### config.mk
export PLATFORM = sky130hd
export DESIGN_NAME = conv_result_streamer_flat
export DESIGN_NICKNAME = d
export VERILOG_FILES = /design/src/rtl/conv_result_streamer_if.sv /design/src/rtl/conv_result_streamer.sv /design/src/flat_wrapper.sv
export SDC_FILE = /design/constraint.sdc
export NUM_CORES = 1
export LEC_CHECK = 0
export CORE_UTILIZATION = 50
export CTS_BUF_LIST = sky130_fd_sc_hd__clkbuf_8
export CTS_CLUSTER_DIAMETER = 150
export CTS_CLUSTER_SIZE = 20
export DETAILED_ROUTE_END_ITERATION = 12
export PLACE_DENSITY = 0.82
export SLEW_MARGIN = 5
export SYNTH_ARGS = -nofsm -noshare
export SYNTH_HDL_FRONTEND = slang
export SYNTH_SLANG_ARGS = --single-unit
### constraint.sdc
create_clock -name clk -period 2.35 [get_ports clk]
set_input_delay 0.47 -clock clk [delete_from_list [all_inputs] [get_ports clk]]
set_output_delay 0.47 -clock clk [all_outputs]
set_load 0.02 [all_outputs]
### src/rtl/conv_result_streamer_if.sv
// Pixel-stream bus between the conv engine result strobe, the streamer and its consumer.
// master drives the capture inputs and out_ready; slave is the streamer itself.
interface conv_result_streamer_if #(
  parameter int unsigned DATA_WIDTH = 8
);
  logic                  done_in;
  logic [DATA_WIDTH-1:0] data_in;
  logic                  bin_en;
  logic                  out_valid;
  logic                  out_ready;
  logic [DATA_WIDTH-1:0] out_data;
  logic                  out_eol;
  logic                  out_eof;
  logic                  overflow;
  logic                  frame_done;

  modport master (
    output done_in, data_in, bin_en, out_ready,
    input  out_valid, out_data, out_eol, out_eof, overflow, frame_done
  );

  modport slave (
    input  done_in, data_in, bin_en, out_ready,
    output out_valid, out_data, out_eol, out_eof, overflow, frame_done
  );
endinterface

### src/rtl/conv_result_streamer.sv
// Captures conv engine results, optionally binarises them, tags row/frame ends and
// streams them out of a small first-word-fall-through FIFO with valid/ready.
module conv_result_streamer #(
  parameter int unsigned IMG_W      = 510,
  parameter int unsigned IMG_H      = 510,
  parameter int unsigned DATA_WIDTH = 8,
  parameter int unsigned FIFO_DEPTH = 4,
  parameter int unsigned THRESH     = 128
) (
  input  logic                   clk,
  input  logic                   rst,
  conv_result_streamer_if.slave  bus
);

  localparam int unsigned PTR_W = $clog2(FIFO_DEPTH);
  localparam int unsigned CNT_W = PTR_W + 1;
  localparam int unsigned COL_W = (IMG_W > 1) ? $clog2(IMG_W) : 1;
  localparam int unsigned ROW_W = (IMG_H > 1) ? $clog2(IMG_H) : 1;
  localparam logic [DATA_WIDTH-1:0] L_THRESH = DATA_WIDTH'(THRESH);

  typedef struct packed {
    logic [DATA_WIDTH-1:0] data;
    logic                  eol;
    logic                  eof;
  } entry_t;

  typedef enum logic [1:0] {
    S_IDLE  = 2'd0,
    S_RUN   = 2'd1,
    S_DRAIN = 2'd2,
    S_DONE  = 2'd3
  } state_t;

  state_t               r_state;
  state_t               w_state_next;
  logic                 w_capture_en;
  logic                 w_frame_done;

  logic [COL_W-1:0]     r_col;
  logic [ROW_W-1:0]     r_row;
  logic [PTR_W-1:0]     r_wr_ptr;
  logic [PTR_W-1:0]     r_rd_ptr;
  logic [CNT_W-1:0]     r_count;
  logic                 r_overflow;
  entry_t               r_mem [FIFO_DEPTH];

  logic                 w_capture;
  logic                 w_eol;
  logic                 w_eof;
  logic                 w_full;
  logic                 w_empty;
  logic                 w_pop;
  logic                 w_push;
  logic                 w_drop;
  logic [DATA_WIDTH-1:0] w_pix;
  entry_t               w_head;

  // Position tags and capture qualification
  assign w_capture = bus.done_in && w_capture_en;
  assign w_eol     = (r_col == COL_W'(IMG_W - 1));
  assign w_eof     = w_eol && (r_row == ROW_W'(IMG_H - 1));
  assign w_pix     = bus.bin_en ? ((bus.data_in >= L_THRESH) ? '1 : '0) : bus.data_in;

  // FIFO handshake; a pop frees the slot a same-cycle push needs when full
  assign w_full  = (r_count == CNT_W'(FIFO_DEPTH));
  assign w_empty = (r_count == '0);
  assign w_pop   = !w_empty && bus.out_ready;
  assign w_push  = w_capture && (!w_full || w_pop);
  assign w_drop  = bus.done_in && !w_push;
  assign w_head  = r_mem[r_rd_ptr];

  // FSM: state register
  always_ff @(posedge clk or posedge rst) begin
    if (rst) begin
      r_state <= S_IDLE;
    end else begin
      r_state <= w_state_next;
    end
  end

  // FSM: next state
  always_comb begin
    w_state_next = r_state;
    case (r_state)
      S_IDLE, S_RUN: begin
        if (w_capture) begin
          w_state_next = w_eof ? S_DRAIN : S_RUN;
        end
      end
      S_DRAIN: begin
        if (w_empty) begin
          w_state_next = S_DONE;
        end
      end
      S_DONE:  w_state_next = S_IDLE;
      default: w_state_next = S_IDLE;
    endcase
  end

  // FSM: outputs
  always_comb begin
    w_capture_en = 1'b0;
    w_frame_done = 1'b0;
    case (r_state)
      S_IDLE, S_RUN: w_capture_en = 1'b1;
      S_DONE:        w_frame_done = 1'b1;
      default: ;
    endcase
  end

  // Row/column tracking; advances on every capture attempt, dropped or not
  always_ff @(posedge clk or posedge rst) begin
    if (rst) begin
      r_col <= '0;
      r_row <= '0;
    end else if (w_capture) begin
      if (w_eol) begin
        r_col <= '0;
        r_row <= w_eof ? '0 : r_row + ROW_W'(1);
      end else begin
        r_col <= r_col + COL_W'(1);
      end
    end
  end

  // FIFO pointers, occupancy and sticky overflow
  always_ff @(posedge clk or posedge rst) begin
    if (rst) begin
      r_wr_ptr   <= '0;
      r_rd_ptr   <= '0;
      r_count    <= '0;
      r_overflow <= 1'b0;
    end else begin
      if (w_push) begin
        r_wr_ptr <= r_wr_ptr + PTR_W'(1);
      end
      if (w_pop) begin
        r_rd_ptr <= r_rd_ptr + PTR_W'(1);
      end
      case ({w_push, w_pop})
        2'b10:   r_count <= r_count + CNT_W'(1);
        2'b01:   r_count <= r_count - CNT_W'(1);
        default: r_count <= r_count;
      endcase
      if (w_drop) begin
        r_overflow <= 1'b1;
      end
    end
  end

  // FIFO storage; contents are masked at the outputs while empty
  always_ff @(posedge clk) begin
    if (w_push) begin
      r_mem[r_wr_ptr] <= '{data: w_pix, eol: w_eol, eof: w_eof};
    end
  end

  assign bus.out_valid  = !w_empty;
  assign bus.out_data   = w_empty ? '0 : w_head.data;
  assign bus.out_eol    = !w_empty && w_head.eol;
  assign bus.out_eof    = !w_empty && w_head.eof;
  assign bus.overflow   = r_overflow;
  assign bus.frame_done = w_frame_done;

endmodule

### src/flat_wrapper.sv
// flat-port wrapper written by rule: the top's interface ports become plain ports
module conv_result_streamer_flat 
#(
  parameter int unsigned IMG_W      = 510,
  parameter int unsigned IMG_H      = 510,
  parameter int unsigned DATA_WIDTH = 8,
  parameter int unsigned FIFO_DEPTH = 4,
  parameter int unsigned THRESH     = 128
)
  (clk, rst, bus_done_in, bus_data_in, bus_bin_en, bus_out_ready, bus_out_valid, bus_out_data, bus_out_eol, bus_out_eof, bus_overflow, bus_frame_done);
  conv_result_streamer_if #(.DATA_WIDTH(DATA_WIDTH)) bus_i ();
  input  logic clk;
  input  logic rst;
  input wire logic [$bits(bus_i.done_in)-1:0] bus_done_in;
  input wire logic [$bits(bus_i.data_in)-1:0] bus_data_in;
  input wire logic [$bits(bus_i.bin_en)-1:0] bus_bin_en;
  input wire logic [$bits(bus_i.out_ready)-1:0] bus_out_ready;
  output wire logic [$bits(bus_i.out_valid)-1:0] bus_out_valid;
  output wire logic [$bits(bus_i.out_data)-1:0] bus_out_data;
  output wire logic [$bits(bus_i.out_eol)-1:0] bus_out_eol;
  output wire logic [$bits(bus_i.out_eof)-1:0] bus_out_eof;
  output wire logic [$bits(bus_i.overflow)-1:0] bus_overflow;
  output wire logic [$bits(bus_i.frame_done)-1:0] bus_frame_done;
  assign bus_i.done_in = bus_done_in;
  assign bus_i.data_in = bus_data_in;
  assign bus_i.bin_en = bus_bin_en;
  assign bus_i.out_ready = bus_out_ready;
  assign bus_out_valid = bus_i.out_valid;
  assign bus_out_data = bus_i.out_data;
  assign bus_out_eol = bus_i.out_eol;
  assign bus_out_eof = bus_i.out_eof;
  assign bus_overflow = bus_i.overflow;
  assign bus_frame_done = bus_i.frame_done;
  conv_result_streamer #(.IMG_W(IMG_W), .IMG_H(IMG_H), .DATA_WIDTH(DATA_WIDTH), .FIFO_DEPTH(FIFO_DEPTH), .THRESH(THRESH)) u_core (.clk(clk), .rst(rst), .bus(bus_i));
endmodule
Word level (Yosys, flattened, before mapping)
Memories as Yosys holds them, arrays and structs flattened.
Cells that the tools add are included.
{ "op_classes": {"multipliers": 0, "div": 0, "n_mux": 14, "magnitude_cmp": 1, "n_eq_ne": 10, "n_shift": 0, "bitwise": 0, "addsub": 6, "n_reduce_logical": 17} }
{ "op_table": {"columns": ["op", "n"], "rows": [
  ["8-bit 2-to-1 mux", 3],
  ["9-bit by 1-bit adder with 9-bit output, second input constant", 2],
  ["9-bit == test, second input constant", 2],
  ["9-bit 2-to-1 mux", 2],
  ["8-bit >= comparator, second input constant", 1],
  ["1-bit logical AND", 7],
  ["2-bit == test, second input constant", 3],
  ["2-bit 2-to-1 mux", 3],
  ["2-bit case mux with 3 select lines", 1],
  ["3-bit case mux with 2 select lines", 1],
  ["2-bit by 1-bit adder with 2-bit output, second input constant", 2],
  ["2-bit by 1-bit == test with 1-bit output, second input constant", 2],
  ["1-bit 2-to-1 mux", 4],
  ["2-bit by 1-bit inequality test with 1-bit output, second input constant", 2],
  ["2-bit AND reduction", 2],
  ["3-bit by 1-bit adder with 3-bit output, second input constant", 1],
  ["3-bit == test, second input constant", 1],
  ["1-bit zero test", 3],
  ["3-bit zero test", 1],
  ["3-bit by 1-bit subtractor with 3-bit output, second input constant", 1],
  ["2-bit zero test", 1],
  ["2-bit nonzero test", 1],
  ["2-bit OR reduction", 1],
  ["1-bit logical OR", 1]
]} }
{ "word_totals": {"latchBits": 0, "output_inout_bits": 13, "memories": 1, "word_cells": 56, "mem_bits_ro": 0, "regBits": 28, "ram_bits": 40, "in_bits": 13} }
{ "mem_list": {"columns": ["name", "depth", "width", "read_ports", "rd_clocked_by_memory_dff", "wr", "line_no", "text"], "rows": [
  ["u_core.r_mem", 4, 10, 1, 0, 1, "conv_result_streamer.sv:45", "entry_t r_mem [FIFO_DEPTH];"]
]} }

Depth between registers and ports, before layout
{ "logic_depth": {"word_depth": 7, "mapped_depth": 9, "depth_no_buf": 9} }

Worst setup path after synthesis
No wires, ideal clock.
{ "synth_timing": {"path_kind": "input-to-reg", "start": "input port bus_out_ready", "end": "register u_core.r_count[2]", "arrival_ps": 1887, "path_buffers": 0, "cell_stages": 9, "t_required_ps": 2271, "setup_ps": 79, "slack_ps": 384, "cell_sequence": "nor4b_1 -> nor2_1 -> inv_1 -> ha_1 -> inv_1 -> fa_1 -> xor2_1 -> nor2_1 -> xor2_1"} }
{ "synth_between": {"elab_chain_len": 5, "elab_cells_between_ends": 7, "classes_between": "2 x eq/ne; 1 x mux; 4 x reduce/logical"} }
{ "synth_lines": {"columns": ["item", "line_no", "text"], "rows": [
  ["start, declared", "flat_wrapper.sv:17", "input wire logic [$bits(bus_i.out_ready)-1:0] bus_out_ready;"],
  ["1-bit logical AND (*)", "conv_result_streamer.sv:67", "assign w_pop = !w_empty && bus.out_ready;"],
  ["1-bit logical OR", "conv_result_streamer.sv:68", "assign w_push = w_capture && (!w_full || w_pop);"],
  ["1-bit logical AND", "conv_result_streamer.sv:68", null],
  ["2-bit by 1-bit == test with 1-bit output / 2-bit == test (equally long branches)", "conv_result_streamer.sv:140", "case ({w_push, w_pop})"],
  ["3-bit case mux with 2 select lines / 2-bit nonzero test (equally long branches)", null, null],
  ["end signal, assigned", "conv_result_streamer.sv:141", "2'b10: r_count <= r_count + CNT_W'(1);"],
  ["end signal, assigned", "conv_result_streamer.sv:142", "2'b01: r_count <= r_count - CNT_W'(1);"],
  ["end signal, assigned", "conv_result_streamer.sv:143", "default: r_count <= r_count;"],
  ["end, declared", "conv_result_streamer.sv:43", "logic [CNT_W-1:0] r_count;"]
]} }
Every way passes the cells marked *; elsewhere a longest branch is shown, timed or not.
A chain may end at the register's enable or synchronous reset.

Final worst setup path
{ "layout_timing": {"start": "register u_core.r_rd_ptr[0]", "end": "output port bus_out_data[1]"} }
{ "layout_between": {"elab_chain_len": 2} }
{ "layout_lines": {"columns": ["item", "line_no", "text"], "rows": [
  ["start, declared", "conv_result_streamer.sv:42", "logic [PTR_W-1:0] r_rd_ptr;"],
  ["start signal, assigned", "conv_result_streamer.sv:138", "r_rd_ptr <= r_rd_ptr + PTR_W'(1);"],
  ["memory 4 x 10 bit", null, null],
  ["8-bit 2-to-1 mux", "conv_result_streamer.sv:159", "assign bus.out_data = w_empty ? '0 : w_head.data;"],
  ["end, declared", "flat_wrapper.sv:19", "output wire logic [$bits(bus_i.out_data)-1:0] bus_out_data;"]
]} }
Every way passes these cells.

==> reports/metrics.yaml <==
run_status: "completed"
cp_num_buf_inv: 2
seq_area_um2: 1903
insertion_delay_ps: 350
finalCritPeriodShare: 0.9808
cts_max_level: 3
grt_overflow: 0
drv_slew: 0
crit_arrival_ps: 1830
synth-async-reset-ratio: 0.4118
cts.sinks: 68
design.portCount: 26
worst_hold_path_type: "input port to asynchronous set/reset pin"
layout_common_cells: "edfxtp_1, dfrtp_1, inv_1"
cts.clk_slew.worst_paths_ps: 70
whs_ps: 491.4
drt_iter0_markers: 113
max-cap-violations: 0
critPathTopFamily: "multiplexers"
ir_worst_vdd_v: 0.0005366
cp.required_ps: 1880
yosysUniqueCellTypes: 42
num-nets-final: 315
fin_area_um2: 3762
placed_cell_area_um2: 3593
diodes: 0
synth_flop_cell: "edfxtp_1"
crit_chain: "clkbuf_16 -> mux4_2 -> and2_1 -> clkdlybuf4s15_2"
max_slew.worst_pin.slew_ps: 491.9
cp-start-kind: "flip-flop"
final_layout_size_suffix_gt1_frac: 0.1852
yosysSeqAreaShare: 0.6008
grt_pass1_vias: 2065
critPathMaxFanout: 5
syn_inst: 246
reg2reg_setup_slack_ps: 300
start_util: 0.5253
synth_enable_flop_cells: 40
worstSetupPathType: "flip-flop to output pin"
slowest_delay_ps: 490
die_x_um: 81.57
fin_skew_ps: 6.012
root_buffer: "clkbuf_8"
avgViaCountPerCell: 5.481
drt_wl_total_mm: 5.750
fp.coreArea_um2: 6026
end_kind: "output pin"
io_buffers: 25
row_count: 28
multi_input_area_um2: 1130
final_hold_viol_count: 0
final_common_cell: "edfxtp_1"
clockBufferDepth: 2
grt_antenna_before_repair: 0
critPathSlowestCell: "mux4_2"
grt_usage: 0.1980
relSlewSlack: 0.6686
vias: 2039
route.detailed.drc: 0
ys_warn_count: 0
syn_nets: 269
synth_seq_cells: 68
chipHeight_um: 81.57
setup_violations: 0
nFillCells: 445
max_freq_ghz: 0.4339
power.density_nw_per_um2: 1039
netlist_area_um2: 3166
dr.pass1.iters: 4
syn_to_final_growth_pct: 18.85
place.gp.congestion: 0.8024
dieArea_um2: 6654
wl_per_cell_um: 15.46
dp_hpwl_mm: 3.949
period_needed_ps: 2305
grt_pass1_wl_mm: 9.487
cts_tree: "done"
drtAntennaViolNets: 0
p_leak_nw: 1.496
grt_max_degree: 29
cts_buffers: 9
final_util: 0.6244
synth.avg_cell_area_um2: 12.87
==> worst register-to-register path: stages (launching register included) <==
cell and delay [ps]:
dfrtp_1 420, nor4b_1 350, nor2_1 100, inv_1 100
ha_1 180, inv_1 60, fa_1 370, xor2_1 150
nor2_1 110, xor2_1 140
==> logic make-up (layout without fill, tap and decap cells) <==
| group | count (synthesis) | count (layout) | synth area share |
|---|---|---|---|
| xor+xnor | 7 | 7 | 0.01937 |
| mux | 11 | 11 | 0.07431 |
| simple gates | 70 | 70 | 0.1304 |
| compound gates | 49 | 49 | 0.08933 |
| flops | 68 | 68 | 0.6008 |
| fa+ha+maj | 10 | 10 | 0.04190 |
| buf+inv | 31 | 82 | 0.04387 |
==> layer usage <==
metal / part of all wire / global-route usage / vias to the layer above / wire (µm)
met2: 0.50 / 0.3108 / 41 / 2888
met3: 0.027 / 0.03333 / 19 / 158
li1: - / - / 990 / -
met4: 0.041 / 0.1351 / 0 / 234
met1: 0.43 / 0.2519 / 989 / 2468
met5: 0 / 0 / - / 0
==> final cells by class <==
| type | instances | area share |
|---|---|---|
| Sequential cell | 68 | 0.5058 |
| Multi-Input combinational cell | 147 | 0.3003 |
| Timing Repair Buffer | 44 | 0.1038 |
| Clock buffer | 10 | 0.03658 |
| Tap cell | 75 | 0.02494 |
| Inverter | 22 | 0.02195 |
| Clock inverter | 6 | 0.006651 |
==> state kept, by name, summed over array words and instances, names as in the netlist <==
| register | count |
|---|---|
| u_core.bus.overflow | 1 |
| u_core.r_col | 9 |
| u_core.r_count | 3 |
| u_core.r_mem | 40 |
| u_core.r_rd_ptr | 2 |
| u_core.r_row | 9 |
| u_core.r_state | 2 |
| u_core.r_wr_ptr | 2 |
==> worst paths after layout <==
check / from / to / cells after the start
min in group clk: u_core.r_count[2]$_DFFE_PP0P_ / u_core.r_count[2]$_DFFE_PP0P_ / 1
setup / recovery: u_core.r_rd_ptr[0]$_DFFE_PP0P_ / bus_out_data[1] / 4
max in group asynchronous: rst / u_core.r_rd_ptr[0]$_DFFE_PP0P_ / 3
hold / removal: rst / u_core.r_col[8]$_DFFE_PP0P_ / 3
setup reg to reg: u_core.r_count[0]$_DFFE_PP0P_ / u_core.r_count[2]$_DFFE_PP0P_ / 9
hold reg to reg: u_core.r_count[2]$_DFFE_PP0P_ / u_core.r_count[2]$_DFFE_PP0P_ / 1
==> synth_stat cells, drive strengths merged (5+ instances only) <==
cell type	count	area share
a21oi	9	0.014
and2	18	0.036
buf	7	0.015
dfrtp	28	0.22
edfxtp	40	0.38
ha	9	0.036
inv	22	0.026
mux4	10	0.071
nand2	16	0.020
nand2b	6	0.012
nand3	7	0.017
nor2	5	0.0059
o21ai	24	0.038
o22ai	5	0.0099
==> metrics by stage <==
| stage | worst slack [ps] | cells | power, mW | TNS (ps) |
|---|---|---|---|---|
| 3_5_place_dp | -71.40 | 354 | 3.175 | -71.40 |
| 2_1_floorplan | 383.9 | 246 | 2.566 | 0 |
| 6_report | 45.06 | 372 | 3.908 | 0 |
| 4_1_cts | -16.81 | 371 | 3.939 | -16.81 |
| 3_3_place_gp | -6.487 | 354 | 3.118 | -6.487 |
| 5_1_grt | -1.834 | 372 | 4.144 | -2.828 |
==> what timing repair did <==
item | in CTS | in global routing
gates resized for setup | 22 | 10
setup buffers | 1 | 0
pin swaps | 0 | 0
gates cloned | 0 | 1
endpoints found under the setup margin | 11 | 8
hold buffers | 0 | 0
==> where the power goes <==
part | switching (mW) | internal, mW | leakage [nW]
registers | 0.158 | 1.53 | 0.691
clock network | 0.411 | 0.393 | 0.0935
logic | 0.703 | 0.709 | 0.712
(Power assumes the default switching activity.)
